--- src/rtl/rr_mux3_arbiter.sv ---
// rtl/rr_mux3_arbiter.sv - round-robin arbiter driving a shared 3:1 registered mux
module rr_mux3_arbiter #(
  parameter int W        = 1,
  parameter int MAX_HOLD = 4
) (
  input  logic         clk,
  input  logic         rst,
  input  logic [2:0]   req,
  input  logic [W-1:0] a,
  input  logic [W-1:0] b,
  input  logic [W-1:0] c,
  output logic [2:0]   gnt,
  output logic [1:0]   s,
  output logic [W-1:0] o,
  output logic         o_valid
);

  typedef enum logic {
    IDLE = 1'b0,
    BUSY = 1'b1
  } state_t;

  localparam logic [3:0] HOLD_MAX = 4'(MAX_HOLD);

  state_t       state, state_nxt;
  logic [1:0]   last, last_nxt;
  logic [3:0]   cnt, cnt_nxt;
  logic [2:0]   gnt_nxt;
  logic [1:0]   s_nxt;
  logic [W-1:0] o_nxt;

  logic [2:0]   owner_mask;
  logic [2:0]   others;
  logic         keep;
  logic         take;
  logic [1:0]   pick;

  // Index after i in the 0->1->2->0 ring.
  function automatic logic [1:0] succ(input logic [1:0] i);
    return (i == 2'd2) ? 2'd0 : i + 2'd1;
  endfunction

  // First set bit of m scanning the ring from start; m must be non-zero.
  function automatic logic [1:0] first_from(input logic [1:0] start, input logic [2:0] m);
    logic [2:0] r;
    logic [2:0] sum;
    case (start)
      2'd0:    r = m;
      2'd1:    r = {m[0], m[2], m[1]};
      default: r = {m[1], m[0], m[2]};
    endcase
    sum = {1'b0, start} + (r[0] ? 3'd0 : (r[1] ? 3'd1 : 3'd2));
    return (sum >= 3'd3) ? 2'(sum - 3'd3) : sum[1:0];
  endfunction

  // Data of requester idx; index 3 is never selected.
  function automatic logic [W-1:0] sel_data(input logic [1:0] idx);
    case (idx)
      2'd0:    return a;
      2'd1:    return b;
      default: return c;
    endcase
  endfunction

  // State, grant, select, data and arbitration bookkeeping registers.
  always_ff @(posedge clk or posedge rst) begin
    if (rst) begin
      state <= IDLE;
      gnt   <= 3'b000;
      s     <= 2'd0;
      o     <= '0;
      cnt   <= 4'd0;
      last  <= 2'd2;
    end else begin
      state <= state_nxt;
      gnt   <= gnt_nxt;
      s     <= s_nxt;
      o     <= o_nxt;
      cnt   <= cnt_nxt;
      last  <= last_nxt;
    end
  end

  // Arbitration decision: keep the current owner, hand over to the next requester, or go idle.
  always_comb begin
    owner_mask = (state == BUSY) ? (3'b001 << s) : 3'b000;
    others     = req & ~owner_mask;
    keep       = (state == BUSY) && (|(req & owner_mask)) &&
                 ((cnt < HOLD_MAX) || (others == 3'b000));
    take       = !keep && (|others);
    pick       = first_from(succ(last), others);
    state_nxt  = (keep || take) ? BUSY : IDLE;
  end

  // Next registered outputs; s and o hold when nobody owns the mux.
  always_comb begin
    gnt_nxt  = 3'b000;
    s_nxt    = s;
    o_nxt    = o;
    cnt_nxt  = 4'd0;
    last_nxt = last;
    if (keep) begin
      gnt_nxt = gnt;
      o_nxt   = sel_data(s);
      cnt_nxt = (cnt < HOLD_MAX) ? cnt + 4'd1 : cnt;
    end else if (take) begin
      gnt_nxt  = 3'b001 << pick;
      s_nxt    = pick;
      o_nxt    = sel_data(pick);
      cnt_nxt  = 4'd1;
      last_nxt = pick;
    end
  end

  assign o_valid = |gnt;

endmodule
--- config.mk ---
export PLATFORM = sky130hd
export DESIGN_NAME = rr_mux3_arbiter
export DESIGN_NICKNAME = d
export VERILOG_FILES = /design/src/rtl/rr_mux3_arbiter.sv
export SDC_FILE = /design/constraint.sdc
export NUM_CORES = 1
export LEC_CHECK = 0
export CORE_MARGIN = 2
export CORE_UTILIZATION = 51
export DETAILED_ROUTE_END_ITERATION = 7
export GPL_ROUTABILITY_DRIVEN = 0
export PLACE_DENSITY_LB_ADDON = 0.15
export SLEW_MARGIN = 20
export SYNTH_ARGS = -nofsm -noshare
export SYNTH_HDL_FRONTEND = slang
export SYNTH_SLANG_ARGS = --single-unit
--- constraint.sdc ---
create_clock -name clk -period 4.05 [get_ports clk]
set_input_delay 1.215 -clock clk [delete_from_list [all_inputs] [get_ports clk]]
set_output_delay 1.215 -clock clk [all_outputs]
set_load 0.05 [all_outputs]
== After elaboration in Yosys (flattened, before gate mapping) ==
Index checks and enable logic that the tools add are counted.

* Bits in registers: 13
* Input bits: 8
* Output and inout port bits: 7
* Word-level logic and storage cells: 53

* $add $sub $neg: 4
* Multiplexer cells: 15
* Bitwise operators: 4
* Shift operators: 2
* Reduce and logical (&&, ||, !) cells: 15
* Equal/unequal tests: 5
* Order comparisons: 2

{| class="wikitable"
|+ Operators by type and width
! kind !! number
|-
| 3-bit OR reduction || 3
|-
| 2-bit 2-to-1 mux || 4
|-
| 4-bit 2-to-1 mux || 2
|-
| 3-bit bitwise AND || 2
|-
| 2-bit by 1-bit equality test with 1-bit output, second input constant || 3
|-
| 2-bit zero test || 3
|-
| 3-bit 2-to-1 mux || 2
|-
| 1-bit by 2-bit left shift with 3-bit output, first input constant || 2
|-
| 4-bit by 1-bit adder with 4-bit output, second input constant || 1
|-
| 4-bit by 3-bit < comparator with 1-bit output, second input constant || 1
|-
| 1-bit 2-to-1 mux || 4
|-
| 1-bit one-hot mux with 2 select lines || 2
|-
| 2-bit one-hot mux with 2 select lines || 1
|-
| 2-bit by 2-bit adder with 3-bit output || 1
|-
| 3-bit by 2-bit greater-or-equal comparator with 1-bit output, second input constant || 1
|-
| 1-bit logical AND || 3
|-
| 3-bit zero test || 1
|-
| 3-bit NOT || 1
|-
| 2-bit by 1-bit adder with 2-bit output, second input constant || 1
|-
| 2-bit equality test, second input constant || 1
|-
| 1-bit logical OR || 2
|-
| 2-bit by 1-bit inequality test with 1-bit output, second input constant || 1
|-
| 2-bit AND reduction || 1
|-
| 2-bit nonzero test || 1
|-
| 3 further kinds || 3
|}

== Logic depth before layout (Yosys ltp) ==
* Depth in word-level cells: 14
* Gate-level depth with buffers: 12
* Gate-level depth less buffers: 11

== Least setup slack after synthesis ==
Ideal clock, no wire load.

* Path kind: input to register
* Start: input req[2]
* End: register o
* Cell stages on the path: 12
* Setup slack: 0.241 ns
* Data required time: 3.924 ns
* Setup time: 0.126 ns
* Buffers on the path: 1
* Data arrival time: 3.682 ns
* Path through: buf_4 > inv_1 > and3_2 > a31oi_1 > o21ai_0 > ha_1 > fa_1 > ha_1 > or4b_1 > nand3_1 > o211ai_1 > a311o_1

* Longest elaborated chain between the ends: 11
* Elaborated cells on any way between the ends: 23
* Classes of those cells: 2 x add/sub; 1 x order compare; 1 x eq/ne; 7 x mux; 2 x bitwise; 10 x reduce/logical

{| class="wikitable"
|+ Ends and longest elaborated chain
! item !! RTL line !! source
|-
| start: declaration || 8 || <nowiki>input logic [2:0] req,</nowiki>
|-
| 3-bit bitwise AND || 87 || <nowiki>others = req & ~owner_mask;</nowiki>
|-
| 2-bit one-hot mux with 2 select lines || 47 || <nowiki>case (start)</nowiki>
|-
| 2-bit 2-to-1 mux (2 in a row) || 52 || <nowiki>sum = {1'b0, start} + (r[0] ? 3'd0 : (r[1] ? 3'd1 : 3'd2));</nowiki>
|-
| 2-bit by 2-bit adder with 3-bit output || 52 ||
|-
| 3-bit by 2-bit greater-or-equal comparator with 1-bit output / 2-bit subtractor (equally long branches) || 53 || <nowiki>return (sum >= 3'd3) ? 2'(sum - 3'd3) : sum[1:0];</nowiki>
|-
| 2-bit 2-to-1 mux || 53 ||
|-
| 2-bit by 1-bit equality test with 1-bit output / 2-bit zero test (equally long branches) || 58 || <nowiki>case (idx)</nowiki>
|-
| 1-bit one-hot mux with 2 select lines || 58 ||
|-
| 1-bit 2-to-1 mux || 106 || <nowiki>end else if (take) begin</nowiki>
|-
| 1-bit 2-to-1 mux || 102 || <nowiki>if (keep) begin</nowiki>
|-
| end signal: assignment || 78 || <nowiki>o <= o_nxt;</nowiki>
|-
| end: declaration || 14 || <nowiki>output logic [W-1:0] o,</nowiki>
|}

Several ways; a longest one is shown, not always the timed one. The select of a mux whose other input is x is not followed.
A chain may end at the register's enable or synchronous reset.

== Worst setup path in the final report ==
Ends and elaborated chain as after synthesis.

==> impl_metrics.tcl <==
set metrics [dict create \
    status "complete, no violations" \
    reg2reg_depth 10 \
    cts.sinks 12 \
    critPathKind "in -> reg" \
    crit_fanout 2 \
    detail-route-antenna-nets 0 \
    hp-class "reg -> reg" \
    finClkSkew_ps 1.120 \
    cts_tree "yes" \
    final_hold_viol_count 0 \
    drt-wirelength-per-cell_um 15.22 \
    r2r_end "o" \
    postSynthCellCount 87 \
    tightest_slew_ps 498.1 \
    ys_types 43 \
    num_vias 765 \
    yosysWarningCount 0 \
    drive_gt1_frac 0.2301 \
    grt_use_total 0.2401 \
    clk_latency_ps 280 \
    syn-mean-instance-area_um2 9.794 \
    synth_flop_cell "dfrtp_1" \
    setup_viol 0 \
    post-route-period-util 0.9672 \
    route.detailed.drc 0 \
    reg2reg_slack_ps 900 \
    synthArstFlopShare 1.000 \
    fin_tns_setup_ps 0 \
    coreArea_um2 1541 \
    ys_ff_latch 12 \
    die_area_um2 2014 \
    h-tree-depth 1 \
    area.growth.synth_to_final_pct 31.13 \
    start_util 0.5528 \
    whs_path_depth 1 \
    cts_setup_buffers 0 \
    max_cap_violations 0 \
    max_slew_margin 0.6669 \
    critPathCaptureType "flop" \
    row_count 14 \
    root_buffer "clkbuf_4" \
    antenna_found_initial 0 \
    grt-ovfl-total 0 \
    clockBufferDepth 2 \
    r2r_start "s[0]" \
    post-place-ws_ps -213.4 \
    worst_slack_ps 132.7 \
    drt_first_pass_iters 4 \
    synth_area_um2 852.1 \
    die_h_um 44.88 \
    drt_iter0_drc 20 \
    min_from "cnt[2]" \
    antennaDiodeCount 0 \
    drv_slew 0 \
    io_pins 15 \
    synth_edf_count 0 \
    dp_hpwl_um 1505 \
    required_ps 4220 \
    vias_per_cell 5.930 \
    fin_crit_ps 3917 \
    grt_max_degree 13 \
    layout_common_cells "14 x clkdlybuf4s50_1, 11 x dfrtp_1, 11 x buf_4" \
    clk_pin_slew_worst_paths_ps 80 \
    numCtsBuffers 3 \
    nets 126 \
    grt_pass1_wl_um 3443 \
    syn_nets 99 \
    n_fill_cell 130 \
    wl_um 1963 \
    critPathArrivalTime_ps 4090 \
    portBuffers 14 \
    cp-start-kind "input port" \
    ys_seq_area_frac 0.3539 \
    worstHoldEndpoint "cnt[2]" \
    grt_pass1_vias 805 \
    final_common_cell "clkdlybuf4s50_1" \
    die_w_um 44.88 \
    max_freq_mhz 255.3 \
]
## cell families (layout without fill, tap and decap cells)
kind of cell | Yosys count | after routing | share of synthesized area
and+or+nand+nor | 29 | 29 | 0.1821
DFF | 12 | 12 | 0.3539
AOI/OAI and AO/OA | 26 | 26 | 0.2497
muxes | 7 | 7 | 0.08957
adders and majority gates | 4 | 4 | 0.06755
buffers and inverters | 9 | 35 | 0.05726
## area by class of cell
| class | instances | area (µm²) | share of cell area |
|---|---|---|---|
| tap | 16 | 20.02 | 0.01792 |
| inverter | 6 | 22.52 | 0.02016 |
| clock buffer | 4 | 36.28 | 0.03247 |
| timing repair buffer | 25 | 222.7 | 0.1993 |
| multi-input combinational | 66 | 514.2 | 0.4602 |
| sequential | 12 | 301.5 | 0.2699 |
## routing by layer
layer | GRT usage | wire length [µm] | vias to the layer above
li1 | - | - | 381
met1 | 0.2972 | 921 | 361
met2 | 0.3971 | 944 | 19
met3 | 0.04800 | 75 | 4
met4 | 0.1235 | 22 | 0
met5 | 0 | 0 | -
## how the worst max path moves through the flow
stage,start,to,slack (ps),cells past startpoint
final,req[2],o,130,12
after global routing,req[2],o,-30,12
after CTS,req[2],o,80,12
after detailed placement,req[2],o,-210,12
after global placement,req[0],o,-150,11
after floorplan,req[2],o,240,12
## critical path, cell delays in order
cell             delay, ps
clkdlybuf4s50_1        480
inv_1                   40
and3_2                 180
a31oi_1                130
o21ai_0                100
ha_1                   210
fa_1                   470
ha_2                   210
or4b_4                 540
nand3_1                100
o211ai_1               100
a311o_1                330
## flip-flops by register name, summed over array words and instances, names as in the netlist
| name | flops |
|---|---|
| gnt | 3 |
| last | 1 |
| o | 1 |
| s | 2 |
| cnt | 4 |
| state | 1 |
## per-stage QoR
| step | cells | cell area, µm² | hold slack (ps) | util |
|---|---|---|---|---|
| finish | 129 | 1117 | 520.6 | 0.7248 |
| global route | 129 | 1117 | 543.3 | 0.7248 |
| CTS | 129 | 1105 | 520.3 | 0.7167 |
| detailed placement | 125 | 1069 | 501.2 | 0.6932 |
| global placement | 125 | 1069 | 495.6 | 0.6932 |
| floorplan | 87 | 852.1 | 481.2 | - |
## synthesized netlist by cell type (2+ instances only)
cell type | n | area [µm²]
o21ai_0 | 3 | 15.01
a211oi_1 | 2 | 15.01
a32o_2 | 2 | 22.52
dfrtp_1 | 11 | 275.3
buf_4 | 2 | 15.01
nor3_1 | 3 | 15.01
nand2_1 | 4 | 15.01
nand3_1 | 2 | 10.01
ha_1 | 3 | 37.54
inv_1 | 6 | 22.52
a31oi_1 | 2 | 12.51
and2_1 | 3 | 18.77
nor2_1 | 8 | 30.03
nand2b_1 | 3 | 18.77
mux2i_1 | 5 | 50.05
## repair_timing
action / CTS / global route
resized for setup: 0 / 5
hold buffers: 0 / 0
setup endpoints to repair: 0 / 1
Power is left out: the tool's default activity adds up to more than one toggle a clock period on the data nets, which glitch-free logic cannot reach.
==> variant (config.mk and constraints unchanged) <==
Reset style: synchronous (`rst`), changed in one clocked block.
--- a/src/rtl/rr_mux3_arbiter.sv
+++ b/src/rtl/rr_mux3_arbiter.sv
@@ -65,3 +65,3 @@
   // State, grant, select, data and arbitration bookkeeping registers.
-  always_ff @(posedge clk or posedge rst) begin
+  always_ff @(posedge clk) begin
     if (rst) begin
Behaviour: differs if rst is asserted again (counterexample within 4 cycles, from zero or initial values and one cycle with rst high); with rst held inactive, the same outputs for 10 cycles.
==> variant against the original RTL <==
- sequential cell count unchanged
- final area up 0.67%
- area after synthesis down 1.8%
- critical path depth unchanged
- final cell count up 1.6%
- count of clock-buffer cells in the layout unchanged
- routed wire length down 17%
- critical endpoint is now o$_SDFFE_PP0P_
- setup slack better by 0.15 ns
- via count down 4.3%
- worst hold slack worse by 0.056 ns
- non-clock buffer count up 2
==> variant: results (changes against the original RTL) <==
Place
  – IO buf count: 14 (unchanged)
  – Placed cell area: 1055 µm² (was 1069 µm²)
  – HPWL Detailed: 1279 µm (was 1505 µm)
  – Pre-CTS WS: -0.4537 ns (was -0.2134 ns)
  – Placed insts: 126 (was 125)

Cells and area
  – ANT cells: 0 (unchanged)
  – Share of cells above drive strength 1: 27.83% (was 23.01%)
  – Fillers: 113 (was 130)
  – Largest regs: cnt (4), gnt (3), s (2) (unchanged)
  – Cell area after layout: 1125 µm² (was 1117 µm²)

Worst setup path
  – Crit path DAT: 3.92 ns (was 4.09 ns)
  – Worst path slowest cell: fa_1 (was or4b_4)
  – Max stage delay on crit path: 0.43 ns (was 0.54 ns)
  – Beginning of the critical path: req[0] (was req[2])
  – Critical path's top delay family: adder cells (unchanged)
  – Cell count of the worst reg-to-reg path: 12 (was 10)
  – Worst r2r src: s[1]$_SDFFE_PP0P_ (was s[0]$_DFFE_PP0P_)
  – Max FO, Critical Path: 6 (was 2)

Route
  – TritonRoute pass-1 iters: 4 (unchanged)
  – Overall routed net length: 1632 µm (was 1963 µm)
  – Initial detailed-routing violation count: 15 (was 20)
  – Via Count: 732 (was 765)
  – Routed len/inst: 12.46 µm (was 15.22 µm)

Clocking
  – CTS root buf: clkbuf_4 (unchanged)
  – Clk_lat worst skew: 0.26 ns (was 0.28 ns)
  – Inserted Clock Buffers: 3 (unchanged)
  – Post-CTS setup repair buffer count: 1 (was 0)
  – Post-CTS Resized: 6 (was 0)
  – Clk buf depth: 2 (unchanged)
  – H-tree Lvls: 1 (unchanged)
  – Clock-pin transition on the worst setup and hold timing paths: 0.08 ns (about the same)

Global routing
  – Vias in the first global route: 662 (was 805)
  – Initial antenna violation count: 0 (unchanged)
  – Maximum number of pins on one net before global-route repair: 15 (was 13)
  – All-Layer GR Usage: 18.89% (was 24.01%)
  – First-pass GRT wire length: 2829 µm (was 3443 µm)

Worst hold path
  – HP Start: cnt[1]$_SDFFE_PP0P_ (was cnt[2]$_DFFE_PP0P_)
  – Hold WC Path Type: flip-flop to flip-flop (unchanged)
  – Hold depth: 2 (was 1)

Pwr
  – P_leak: between 0.4 and 0.5 nW
  – Worst VDD drop: between 0.0005 and 0.0006 V

STA
  – Final Skew: 0.001588 ns (was 0.001120 ns)
  – Worst rel slew slack: 62.63% (was 66.69%)

Status
  – Status: finished clean (unchanged)

Logic synthesis
  – Mean Syn Cell Area: 9.405 µm² (was 9.794 µm²)
  – Post-synth cell types: 38 (was 43)
  – Post-synth ARST share: 0% (was 100.0%)
  – Mapped Nets: 101 (was 99)
  – Top post-synthesis cells by count: nor2_1, dfxtp_1, mux2i_1 (was dfrtp_1, nor2_1, inv_1)
  – Post-synthesis sequential area ratio: 28.70% (was 35.39%)
  – Ys Warns: 0 (unchanged)
  – Top cells by area in the synthesized netlist: dfxtp_1, mux2i_1, nor2_1, ha_1, nor2b_1 (was dfrtp_1, mux2i_1, ha_1, nor2_1, dfstp_2)
## variant: changes by cell type after synthesis, moves of 2 or more
cell and change:
dfxtp_1 +12, dfrtp_1 -11, nor2_1 +8, nor2b_1 +4, inv_1 -3, nand2b_1 -3
a21oi_1 +2, a31oi_1 -2, a32o_2 -2, and2_1 -2, buf_2 +2, mux2i_1 +2
o21ai_1 +2
## variant: where the power goes
group | switching [mW] | internal [mW] | total [mW]
registers | 0.0464 | 0.148 | 0.195
logic | 0.351 | 0.353 | 0.704
clock network | 0.0387 | 0.0545 | 0.0932
## variant: path summary, 6_finish.rpt
path	end	slack, ns
worst max-delay path	o$_SDFFE_PP0P_	0.28
worst min-delay path	cnt[1]$_SDFFE_PP0P_	0.46
worst max register to register	o$_SDFFE_PP0P_	0.75
worst min register to register	cnt[1]$_SDFFE_PP0P_	0.46
## variant: layer usage
layer | wire (µm) | global-route usage (%) | part of all wire [%] | up-vias
li1 | - | - | - | 375
met1 | 808 | 26.26 | 50 | 347
met2 | 770 | 30.14 | 47 | 8
met3 | 35 | 1.224 | 2.1 | 2
met4 | 17 | 7.879 | 1.0 | 0
met5 | 0 | 0 | 0 | -
## variant: layout make-up
type,count,share of cell area (%)
tap,16,1.780
sequential,12,21.36
clock buffer,4,3.226
timing repair buffer,27,21.47
multi-input combinational,68,50.83
inverter,4,1.335
## variant: logic make-up (layout without fill, tap and decap cells)
family          Yosys count  count (layout)  synth area share, %
buf+inv                   9              35                5.679
fa+ha+maj                 4               4                6.877
compound gates           23              23                27.80
simple gates             32              32                18.09
flops                    12              12                28.70
mux                       9               9                12.85
